===== src/rtl/exa_crosb_demux.sv =====
// Packet-level crossbar demultiplexer: latches a route on the first beat and forwards beats through
// one registered stage. The optional sticky error flag is enabled by EXA_CROSB_DEMUX_ERR_EN.
module exa_crosb_demux #(
    parameter int unsigned data_width = 128,
    parameter int unsigned output_num = 16,
    parameter int unsigned sel_width  = $clog2(output_num)
) (
    input  logic                  clk,
    input  logic                  reset,
    input  logic [data_width-1:0] DATA_i,
    input  logic                  VALID_i,
    input  logic                  LAST_i,
    input  logic                  PRIO_i,
    input  logic [sel_width-1:0]  DEST_i,
    output logic                  READY_o,
    output logic [data_width-1:0] DATA_o,
    output logic                  LAST_o,
    output logic                  PRIO_o,
    output logic [output_num-1:0] VALID_o,
    input  logic [output_num-1:0] READY_i
`ifdef EXA_CROSB_DEMUX_ERR_EN
    ,
    output logic                  ERR_o
`endif
);

    typedef enum logic [1:0] {StIdle, StFwd, StDrop} state_e;

    state_e                  state_q;
    logic                    vld_q;
    logic [sel_width-1:0]    dest_q;
    logic [data_width-1:0]   data_q;
    logic                    last_q;
    logic                    prio_q;

    logic [output_num-1:0]   dest_oh;
    logic                    dest_ready;
    logic                    dest_in_range;
    logic                    accept;
    logic                    drain;
    logic                    load;
    logic                    latch_dest;

    always_comb begin
        dest_oh = '0;
        for (int k = 0; k < int'(output_num); k++) begin
            dest_oh[k] = (dest_q == sel_width'(k));
        end
    end

    assign dest_ready    = |(READY_i & dest_oh);
    assign dest_in_range = (32'(DEST_i) < output_num);

    // In DROP nothing is loaded, so upstream is never throttled by the output stage.
    assign READY_o = (state_q == StDrop) ? 1'b1 : (~vld_q | dest_ready);

    assign accept     = VALID_i & READY_o;
    assign drain      = vld_q & dest_ready;
    assign latch_dest = accept & (state_q == StIdle) & dest_in_range;
    assign load       = latch_dest | (accept & (state_q == StFwd));

    always_ff @(posedge clk) begin
        if (reset) begin
            state_q <= StIdle;
            vld_q   <= 1'b0;
            dest_q  <= '0;
            data_q  <= '0;
            last_q  <= 1'b0;
            prio_q  <= 1'b0;
        end else begin
            // A load in the same cycle as a drain replaces the beat with no bubble.
            if (load) begin
                vld_q  <= 1'b1;
                data_q <= DATA_i;
                last_q <= LAST_i;
                prio_q <= PRIO_i;
            end else if (drain) begin
                vld_q <= 1'b0;
            end

            if (latch_dest) begin
                dest_q <= DEST_i;
            end

            if (accept) begin
                unique case (state_q)
                    StIdle: begin
                        if (!LAST_i) begin
                            state_q <= dest_in_range ? StFwd : StDrop;
                        end
                    end
                    StFwd, StDrop: begin
                        if (LAST_i) begin
                            state_q <= StIdle;
                        end
                    end
                    default: state_q <= StIdle;
                endcase
            end
        end
    end

    assign VALID_o = dest_oh & {output_num{vld_q}};
    assign DATA_o  = data_q;
    assign LAST_o  = last_q;
    assign PRIO_o  = prio_q;

`ifdef EXA_CROSB_DEMUX_ERR_EN
    logic err_q;
    logic err_set;

    assign err_set = accept & (((state_q == StIdle) & ~dest_in_range) |
                               ((state_q == StFwd) & (DEST_i != dest_q)));

    always_ff @(posedge clk) begin
        if (reset) begin
            err_q <= 1'b0;
        end else if (err_set) begin
            err_q <= 1'b1;
        end
    end

    assign ERR_o = err_q;
`endif

endmodule


===== config.mk =====
export PLATFORM = sky130hd
export DESIGN_NAME = exa_crosb_demux
export DESIGN_NICKNAME = d
export VERILOG_FILES = /design/src/rtl/exa_crosb_demux.sv
export SDC_FILE = /design/constraint.sdc
export NUM_CORES = 1
export LEC_CHECK = 0
export BUFFER_PORTS_ARGS = -buffer_cell sky130_fd_sc_hd__buf_2
export CAP_MARGIN = 20
export CORE_UTILIZATION = 43
export DETAILED_ROUTE_END_ITERATION = 12
export GPL_TIMING_DRIVEN = 0
export PLACE_DENSITY_LB_ADDON = 0.05
export REMOVE_ABC_BUFFERS = 1
export SYNTH_ARGS = -nofsm -noshare
export SYNTH_HDL_FRONTEND = slang
export SYNTH_SLANG_ARGS = --single-unit

===== constraint.sdc =====
create_clock -name clk -period 2 [get_ports clk]
set_clock_uncertainty 0.15 [all_clocks]
set_input_delay 0 -clock clk [delete_from_list [all_inputs] [get_ports clk]]
set_output_delay 0 -clock clk [all_outputs]
set_load 0.01 [all_outputs]

==> results of run 1 <==
==> state kept, by name, summed over array words and instances (netlist names) <==
| name | cells |
|---|---|
| PRIO_o | 1 |
| LAST_o | 1 |
| dest_q | 4 |
| state_q | 1 |
| DATA_o | 128 |
| vld_q | 1 |
==> cells in the final DEF (no fill, tap or decap), types with 2 or more instances in the layout <==
master	count
buf_16	10
clkinv_2	7
dfxtp_4	4
clkbuf_16	19
inv_1	2
nand3_1	5
clkbuf_1	4
buf_12	3
dlygate4sd3_1	136
mux2i_1	136
bufinv_16	2
nor3_1	4
nor3b_1	2
nand2b_1	272
bufbuf_16	2
dfxtp_1	132
nor2_1	15
buf_2	298
a21oi_1	2
nand2_1	6
buf_4	8
nand3b_1	2
==> layer usage <==
layer | global-route usage [%] | wire [um] | vias up
li1 | - | - | 2954
met5 | 0 | 0 | -
met2 | 43.1 | 9160 | 197
met4 | 9.78 | 303 | 0
met3 | 7.39 | 1240 | 21
met1 | 24.5 | 7060 | 2692
==> repair_timing <==
action | 4_1_cts | 5_1_grt
hold buffers | 136 | 0
pin swaps | 1 | 2
cloned | 2 | 2
buffers inserted | 13 | 0
gates resized for setup | 16 | 7
setup endpoints to repair | 136 | 136
endpoints found under the hold margin | 136 | 0
==> layout make-up <==
type                    instances  area [sq um]  area share, %
clock buffers                  22           454           4.39
well taps                     184           230           2.23
multi-input cells             458          3420           33.1
flip-flops and latches        136          2740           26.5
repair buffers                461          3390           32.8
inverters                       2          7.51         0.0726
clock inverters                10           103          0.992
==> per-stage QoR <==
step	setup WS, ns	hold WS (ns)	power, W	utilization [%]	cell area, sq um
2_1_floorplan	-5.23	-0.0776	0.00388	-	6120
3_3_place_gp	-7.11	0.0844	0.00442	53.8	7840
3_5_place_dp	-1.35	0.101	0.00440	55.5	8100
4_1_cts	-0.429	0.0338	0.00771	70.3	10300
5_1_grt	-0.509	0.0864	0.00804	70.9	10300
6_report	-0.404	0.0769	0.00767	70.9	10300
==> worst max-delay path by stage <==
| stage | to | slack, ns | cells after the start |
|---|---|---|---|
| floorplan | DATA_o[0] | -5.23 | 5 |
| finish | DATA_o[3] | -0.40 | 9 |
| global route | DATA_o[3] | -0.51 | 9 |
| global placement | DATA_o[42] | -7.11 | 5 |
| CTS | DATA_o[3] | -0.43 | 9 |
| detailed placement | DATA_o[32] | -1.35 | 9 |
==> Yosys cell counts <==
cell	count	area, sq um
buf_6	2	22.5
nand2b_1	273	1710
clkbuf_1	31	116
nand3b_1	2	15.0
nand2_1	6	22.5
a21boi_2	1	11.3
mux2i_1	138	1380
and3_1	1	6.26
o32ai_2	1	16.3
nor2b_1	1	6.26
a2bb2oi_2	1	15.0
o21ai_0	1	5.00
o211a_1	1	10.0
buf_8	10	150
nor3b_1	2	15.0
dfxtp_1	136	2720
nor3_1	4	20.0
mux4_2	1	22.5
o31ai_1	1	7.51
mux2_1	1	11.3
nor2_1	15	56.3
nor4_4	1	21.3
inv_1	2	7.51
a21oi_1	2	10.0
buf_2	2	10.0
buf_4	4	30.0
nand3_1	5	25.0
==> report_power, final <==
group	internal, W	switching [W]
Sequential	0.00293	0.000133
Clock	0.00185	0.00112
Combinational	0.000950	0.000680
Total	0.00573	0.00193
==> critical path: stages (launching register included) <==
cell and delay (ns):
dfxtp_4 0.38, nand2b_1 0.15, mux4_2 0.47, a2bb2oi_2 0.19, a21boi_4 0.25, buf_16 0.15
buf_16 0.12, buf_16 0.12, buf_16 0.14, mux2i_1 0.21
==> cell families (layout without fill, tap and decap cells) <==
family          after synthesis  count (layout)  synth area share, %
simple gates                310             310                 29.4
buf+inv                      51             495                 5.22
flops                       136             136                 42.2
compound gates                8               8                 1.16
mux                         140             140                 22.0
==> results.py, run 1 <==
metrics = {
    "worst_hold_path": {
        "holdPathStages": 6,
        "hold_path_class": "in -> reg",
        "holdPathEnd": "vld_q",
        "worstHoldStart": "READY_i[3]",
    },
    "grt": {
        "grt_pass1_vias": 6231,
        "grt_max_degree": 151,
        "antenna_found_initial": 0,
        "gr-usage-all-layers_pct": 23.5,
        "grt_pass1_wl_um": 29400,
        "grt-ovfl-total": 0,
    },
    "setup_path": {
        "r2r_end": "DATA_o[3]",
        "path_max_fanout": 12,
        "rrSetupSlack_ns": -0.40,
        "critical_path_class": "reg -> reg",
        "timing.critical_path.from": "dest_q[2]",
        "cp.arrival_ns": 2.59,
        "r2r_cells": 9,
        "setup.worst_path.end_class": "register",
        "worstPathRequired_ns": 2.19,
        "reg2reg_from": "dest_q[2]",
        "worstSetupStartpointType": "register",
    },
    "clock_tree": {
        "clk_latency_ns": 0.40,
        "clk_path_buf_depth": 2,
        "clk_pin_slew_ns": 0.06,
        "clkSinkCount": 136,
        "cts_buffers": 17,
        "htree_levels": 4,
        "cts_tree": "yes",
        "cts-root-buf": "clkbuf_16",
    },
    "finish": {
        "nNetsFinal": 1229,
        "syn_to_final_growth_pct": 60.4,
        "final_cells": 1273,
        "diodes": 0,
        "fillers": 1089,
        "drive_gt1_share_pct": 33.6,
    },
    "floorplan": {
        "start_util_pct": 44.2,
        "ioPinCount": 300,
        "rows": 44,
        "die_h_um": 124,
        "core_area_sq_mm": 0.0146,
        "die_w_um": 124,
        "dieArea_sq_mm": 0.0155,
    },
    "sta": {
        "fin_crit_sh_pct": 120,
        "slew_viol_final": 0,
        "setup_viol_count_final": 136,
        "tns_ns": -39.37,
        "rsz0062_at_grt": "yes",
        "finalCriticalPeriod_ns": 2.40,
        "clock.fmax_mhz": 416,
        "hold_viol": 0,
        "layout_setup_ws_ns": -0.404,
        "worstMarginPinSlew_ns": 0.608,
        "relSlewSlack_pct": 59.4,
    },
    "detailed_routing": {
        "drt-pass1-iter-count": 4,
        "drtIter0Drc": 247,
        "via_per_inst": 4.61,
        "drcViolationCount": 0,
        "wire_per_inst_um": 14.0,
        "final_antenna_net_count": 0,
        "vias": 5864,
        "drt-total-wl_um": 17800,
    },
    "placement": {
        "io_buffers": 299,
        "gp_congestion": 0.831,
        "dp_hpwl_um": 11600,
        "dp_cells": 1088,
    },
    "synthesis": {
        "synth_area_sq_mm": 0.00644,
        "yosysWarningCount": 0,
        "avgSynthCellArea_sq_um": 9.99,
        "ys_ff_latch": 136,
        "syn-instance-count": 645,
        "yosys.cell_types.count": 27,
        "yosysSeqAreaShare_pct": 42.2,
    },
    "pwr": {
        "leakage_nw": 4.92,
        "power_density_mw_per_mm2": 741,
        "max-vdd-ir-drop_mv": 0.535,
    },
    "flow_run": {
        "drv_cap": 0,
    },
    "run_status": {
        "violations": "setup timing",
        "outcome": "complete, but fails checks",
    },
}
Note: power is estimated with default switching activity, not from simulation.
==> inputs of run 2 (changes only) <==
Settings changed: BUFFER_PORTS_ARGS -buffer_cell sky130_fd_sc_hd__buf_2 to -buffer_cell sky130_fd_sc_hd__buf_4, PLACE_DENSITY set to 0.78, PLACE_DENSITY_LB_ADDON 0.05 to not set.
==> run 2 against run 1 <==
- the flow still finishes with violations (setup timing)
- count of clock-buffer cells in the layout is 2 higher
- worst setup slack got worse by 0.047 ns
- register-to-register slack worse by 0.05 ns
- fmax fell by 1.9%
- routed wire length up 21%
- non-clock buffer count grew 24
- worst hold slack improved by 0.13 ns
- first-iteration DRC count increased by 8.5%
- die area stayed put
==> results.py, run 2 (same netlist as run 1, synthesis figures left out) <==
metrics = {
    "run_status": {
        "outcome": "complete, but fails checks",
        "violations": "setup timing",
    },
    "setup_path": {
        "path_max_fanout": 8,
        "cp_top_family": "multiplexers",
        "worstPathCellList": "nand2b_4 -> mux4_2 -> a2bb2oi_4 -> a21boi_4 -> clkbuf_16 -> buf_16 -> buf_16 -> buf_16 -> buf_16 -> mux2i_1",
        "worstPathRequired_ns": 2.17,
        "setup.worst_path.end_class": "register",
        "rrSetupSlack_ns": -0.45,
        "crit_buf_inv": 5,
        "critical_path_class": "reg -> reg",
        "max_stage_delay_ns": 0.48,
        "cp_slowest_cell": "mux4_2",
        "worstSetupStartpointType": "register",
        "cp.arrival_ns": 2.62,
        "crit_top_cell": "buf_16",
    },
    "placement": {
        "dp_cells": 1087,
        "gp_congestion": 0.782,
        "io_buffers": 299,
        "place_area_sq_mm": 0.00879,
        "dp_hpwl_um": 10900,
    },
    "clock_tree": {
        "clk_path_buf_depth": 2,
        "clk_pin_slew_ns": 0.06,
        "cts_buffers": 17,
        "htree_levels": 4,
        "clk_latency_ns": 0.40,
        "cts_tree": "yes",
        "clkSinkCount": 136,
        "cts-root-buf": "clkbuf_16",
    },
    "sta": {
        "slew_viol_final": 0,
        "finalCriticalPeriod_ns": 2.45,
        "clock.fmax_mhz": 408,
        "layout_setup_ws_ns": -0.451,
        "tns_ns": -47.12,
        "hold_viol": 0,
        "setup_viol_count_final": 136,
        "relSlewSlack_pct": 58.6,
        "fin_crit_sh_pct": 123,
        "rsz0062_at_grt": "yes",
        "worstMarginPinSlew_ns": 0.621,
    },
    "finish": {
        "largest_reg_flops": 128,
        "nNetsFinal": 1253,
        "syn_to_final_growth_pct": 79.3,
        "final_cells": 1297,
        "diodes": 0,
        "fin_util_pct": 79.2,
        "mostFrequentLayoutCell": "buf_4",
        "layout_common_cells": "buf_4, nand2b_1, dlygate4sd3_1, dfxtp_1, mux2i_1",
        "drive_gt1_share_pct": 35.8,
        "final_area_sq_mm": 0.0116,
    },
    "grt": {
        "grt_max_degree": 150,
        "antenna_found_initial": 0,
        "grt_pass1_wl_um": 32200,
        "grt-ovfl-total": 0,
        "grt_pass1_vias": 6375,
        "gr-usage-all-layers_pct": 25.9,
    },
    "floorplan": {
        "rows": 44,
        "ioPinCount": 300,
        "dieArea_sq_mm": 0.0155,
        "die_w_um": 124,
        "core_area_sq_mm": 0.0146,
        "start_util_pct": 44.2,
        "die_h_um": 124,
    },
    "flow_run": {
        "drv_cap": 0,
    },
    "detailed_routing": {
        "drtIter0Drc": 268,
        "drt-total-wl_um": 21500,
        "wire_per_inst_um": 16.5,
        "via_per_inst": 4.73,
        "drt-pass1-iter-count": 4,
        "drcViolationCount": 0,
        "final_antenna_net_count": 0,
        "vias": 6136,
    },
    "pwr": {
        "power_density_mw_per_mm2": 712,
        "max-vdd-ir-drop_mv": 0.496,
        "leakage_nw": 5.26,
    },
    "worst_hold_path": {
        "hold_path_class": "in -> reg",
    },
}
==> run 2: cell types whose count changed in the layout (fill, tap and decap cells not counted), moves of 2 or more <==
| cell | previous run | this run |
|---|---|---|
| buf_4 | 8 | 310 |
| buf_2 | 298 | 0 |
| buf_6 | 1 | 7 |
| mux2i_2 | 1 | 7 |
| buf_8 | 1 | 6 |
| mux2i_1 | 136 | 131 |
| buf_12 | 3 | 7 |
| clkbuf_16 | 19 | 23 |
| clkinv_2 | 7 | 4 |
| nand2b_4 | 0 | 3 |
| buf_16 | 10 | 12 |
| clkbuf_8 | 1 | 3 |
| nand2b_1 | 272 | 270 |
==> run 2: cell type report <==
cell class / count / area, sq um
Tap cell: 184 / 230
Clock inverter: 8 / 95.1
Fill cell: 829 / 3030
Sequential cell: 136 / 2740
Timing Repair Buffer: 485 / 4510
Multi-Input combinational cell: 458 / 3490
Clock buffer: 24 / 482
Inverter: 2 / 7.51
==> run 2: power by group <==
group          switching [W]  internal (W)
registers           0.000152       0.00293
logic               0.000805       0.00129
clock network        0.00112       0.00193
total                0.00208       0.00615
==> run 2: worst min-delay path, delay by kind of cell <==
family / cells / cell delay (ns)
compound gates: 2 / 0.28
buf+inv: 2 / 0.22
mux: 1 / 0.10
simple gates: 2 / 0.11
==> run 2: final timing paths <==
check              from  depth (start not counted)          to
max           dest_q[2]                         10  DATA_o[89]
min          READY_i[3]                          7       vld_q
max reg2reg   dest_q[2]                         10  DATA_o[89]
min reg2reg  DATA_o[43]                          2  DATA_o[43]
==> run 2: what timing repair did <==
action	in CTS	in global routing
gates cloned	7	6
pin swaps	2	4
endpoints found under the setup margin	136	136
hold buffers	136	0
buffers inserted	23	8
gates resized for setup	40	27
endpoints found under the hold margin	136	0
==> run 2: metal layers <==
layer / up-vias / global-route usage (%) / part of all wire, %
li1: 3004 / - / -
met1: 2832 / 27.2 / 39
met2: 241 / 47.6 / 52
met3: 59 / 6.74 / 6.0
met4: 0 / 12.6 / 3.4
met5: - / 0 / 0
==> run 2: per-stage QoR <==
stage          hold WS (ns)  power, W  setup slack, ns
3_3_place_gp         0.0817   0.00464            -7.41
6_report              0.205   0.00823           -0.451
2_1_floorplan       -0.0776   0.00388            -5.23
3_5_place_dp         0.0947   0.00457            -1.43
5_1_grt               0.241   0.00856           -0.500
4_1_cts               0.163   0.00812           -0.489
==> inputs of run 3 (changes only) <==
Settings changed: CELL_PAD_IN_SITES_DETAIL_PLACEMENT set to 0, CELL_PAD_IN_SITES_GLOBAL_PLACEMENT set to 1, CORE_UTILIZATION 43 to 31, PLACE_DENSITY 0.78 to 0.77, REMOVE_ABC_BUFFERS 1 to not set.
==> run 3 against run 2 <==
- the flow still finishes with violations (setup timing)
- combinational power down 12%
- total power barely moved
- sequential share of layout area up 0.62 points
- cell count grew 6.9%
- clock power is 9.2% higher
- largest power group is now clock
- worst setup slack better by 0.26 ns
- worst hold slack worse by 0.17 ns
- critical endpoint is now DATA_o[63]
- sequential power about the same
- die area rose by 38%
- utilization shrank 24 points
- routed wire length is 4.9% lower
- sequential cell count stayed put
==> results.py, run 3 (same netlist as run 1, synthesis figures left out) <==
metrics = {
    "clock_tree": {
        "clk_path_buf_depth": 2,
        "cts_buffers": 17,
        "cts_tree": "yes",
        "clkSinkCount": 136,
        "clk_pin_slew_ns": 0.06,
        "clk_latency_ns": 0.41,
        "htree_levels": 4,
        "cts-root-buf": "clkbuf_16",
    },
    "flow_run": {
        "drv_cap": 0,
    },
    "pwr": {
        "p_comb_share_pct": 22.3,
        "p_clk_share_pct": 40.5,
        "internal_power_w": 0.00614,
        "switching_power_w": 0.00208,
        "power_density_mw_per_mm2": 734,
        "max-vdd-ir-drop_mv": 0.516,
        "leakage_nw": 5.06,
        "p_seq_share_pct": 37.2,
        "switching_share_pct": 25.3,
    },
    "finish": {
        "drive_gt1_share_pct": 32.7,
        "syn_to_final_growth_pct": 73.9,
        "diodes": 0,
        "nNetsFinal": 1258,
        "largest_reg_flops": 128,
        "layout_common_cells": "buf_4, nand2b_1, mux2i_1, dlygate4sd3_1, dfxtp_1",
        "mostFrequentLayoutCell": "buf_4",
        "final_cells": 1386,
    },
    "placement": {
        "dp_hpwl_um": 14000,
        "dp_cells": 1213,
        "gp_congestion": 0.750,
        "place_ws_ns": -0.343,
        "io_buffers": 298,
    },
    "detailed_routing": {
        "drt-pass1-iter-count": 4,
        "vias": 5962,
        "drcViolationCount": 0,
        "drt-total-wl_um": 20400,
        "final_antenna_net_count": 0,
        "via_per_inst": 4.30,
        "drtIter0Drc": 144,
        "wire_per_inst_um": 14.7,
    },
    "grt": {
        "gr-usage-all-layers_pct": 18.9,
        "grt_pass1_wl_um": 32100,
        "grt_pass1_vias": 6184,
        "grt-ovfl-total": 0,
        "antenna_found_initial": 0,
        "grt_max_degree": 17,
    },
    "floorplan": {
        "start_util_pct": 31.7,
        "dieArea_sq_mm": 0.0214,
        "die_w_um": 146,
        "die_h_um": 146,
        "core_area_sq_mm": 0.0203,
        "rows": 52,
        "ioPinCount": 300,
    },
    "sta": {
        "layout_setup_ws_ns": -0.190,
        "relSlewSlack_pct": 49.7,
        "clock.fmax_mhz": 457,
        "tns_ns": -18.96,
        "rsz0062_at_grt": "yes",
        "setup_viol_count_final": 136,
        "finalCriticalPeriod_ns": 2.19,
        "fin_crit_sh_pct": 109,
        "hold_ws_ns": 0.0389,
        "slew_viol_final": 0,
        "worstMarginPinSlew_ns": 0.755,
        "hold_viol": 0,
    },
    "run_status": {
        "violations": "setup timing",
        "outcome": "complete, but fails checks",
    },
    "worst_hold_path": {
        "hold_path_class": "in -> reg",
    },
    "setup_path": {
        "critical_path_class": "reg -> reg",
        "setup.worst_path.end_class": "register",
        "worstSetupStartpointType": "register",
        "cp.arrival_ns": 2.38,
        "path_max_fanout": 10,
        "worstPathRequired_ns": 2.19,
    },
    "synthesis": {
        "syn_nets": 798,
    },
}
-- run 3: cell count changes in the layout (fill, tap and decap cells not counted), moves of 5 or more --
cell,change
buf_4,-7
clkbuf_16,-5
buf_12,+6
clkbuf_1,+26
buf_8,-5
buf_16,-11
mux2i_1,+5
mux2i_2,-5
-- run 3: worst paths after layout --
| path | slack (ns) | to | startpoint | depth (start not counted) |
|---|---|---|---|---|
| worst max-delay path | -0.19 | DATA_o[63] | dest_q[2] | 8 |
| worst min-delay path | 0.04 | vld_q | READY_i[0] | 6 |
| worst max register to register | -0.19 | DATA_o[63] | dest_q[2] | 8 |
| worst min register to register | 0.32 | DATA_o[7] | DATA_o[7] | 2 |
-- run 3: routing by layer --
metal,global-route usage [%],routed length [um],part of all wire [%]
met1,23.0,8950,44
met2,32.5,9960,49
met3,4.81,1110,5.4
met4,6.15,386,1.9
met5,0,0,0
-- run 3: timing repair --
action,in CTS,in global routing
resized for setup,25,7
hold buffers,136,0
pin swaps,1,1
cloned,1,1
setup buffers,5,0
endpoints found under the hold margin,136,0
endpoints found under the setup margin,136,136
-- run 3: worst max-delay path, stage by stage, from the launching register on --
cell       delay, ns
dfxtp_2         0.34
nand2b_1        0.13
mux4_2          0.47
a2bb2oi_2       0.18
a21boi_2        0.14
buf_6           0.17
buf_12          0.16
buf_8           0.16
mux2i_1         0.20
-- run 3: power by group through the flow --
stage                     clock network (W)  registers (W)  logic, W
after floorplan                           0        0.00320  0.000694
after CTS                           0.00341        0.00305   0.00183
after detailed placement                  0        0.00311   0.00153
after global routing                0.00353        0.00308   0.00197
final                               0.00333        0.00306   0.00184
after global placement                    0        0.00311   0.00152
-- run 3: final cells by class --
class | instances | area, sq um
fillers | 1849 | 9090
repair buffers | 441 | 3690
multi-input cells | 458 | 3400
flip-flops and latches | 136 | 2730
clock buffers | 18 | 439
plain buffers | 49 | 430
well taps | 270 | 338
clock inverters | 12 | 178
inverters | 2 | 7.51
-- run 3: through the flow --
step / util [%] / instance area (sq um) / total power [W]
floorplan: - / 6450 / 0.00389
finish: 55.2 / 11200 / 0.00822
global route: 55.2 / 11200 / 0.00858
detailed placement: 44.5 / 9020 / 0.00464
global placement: 44.5 / 9020 / 0.00463
CTS: 55.0 / 11200 / 0.00830
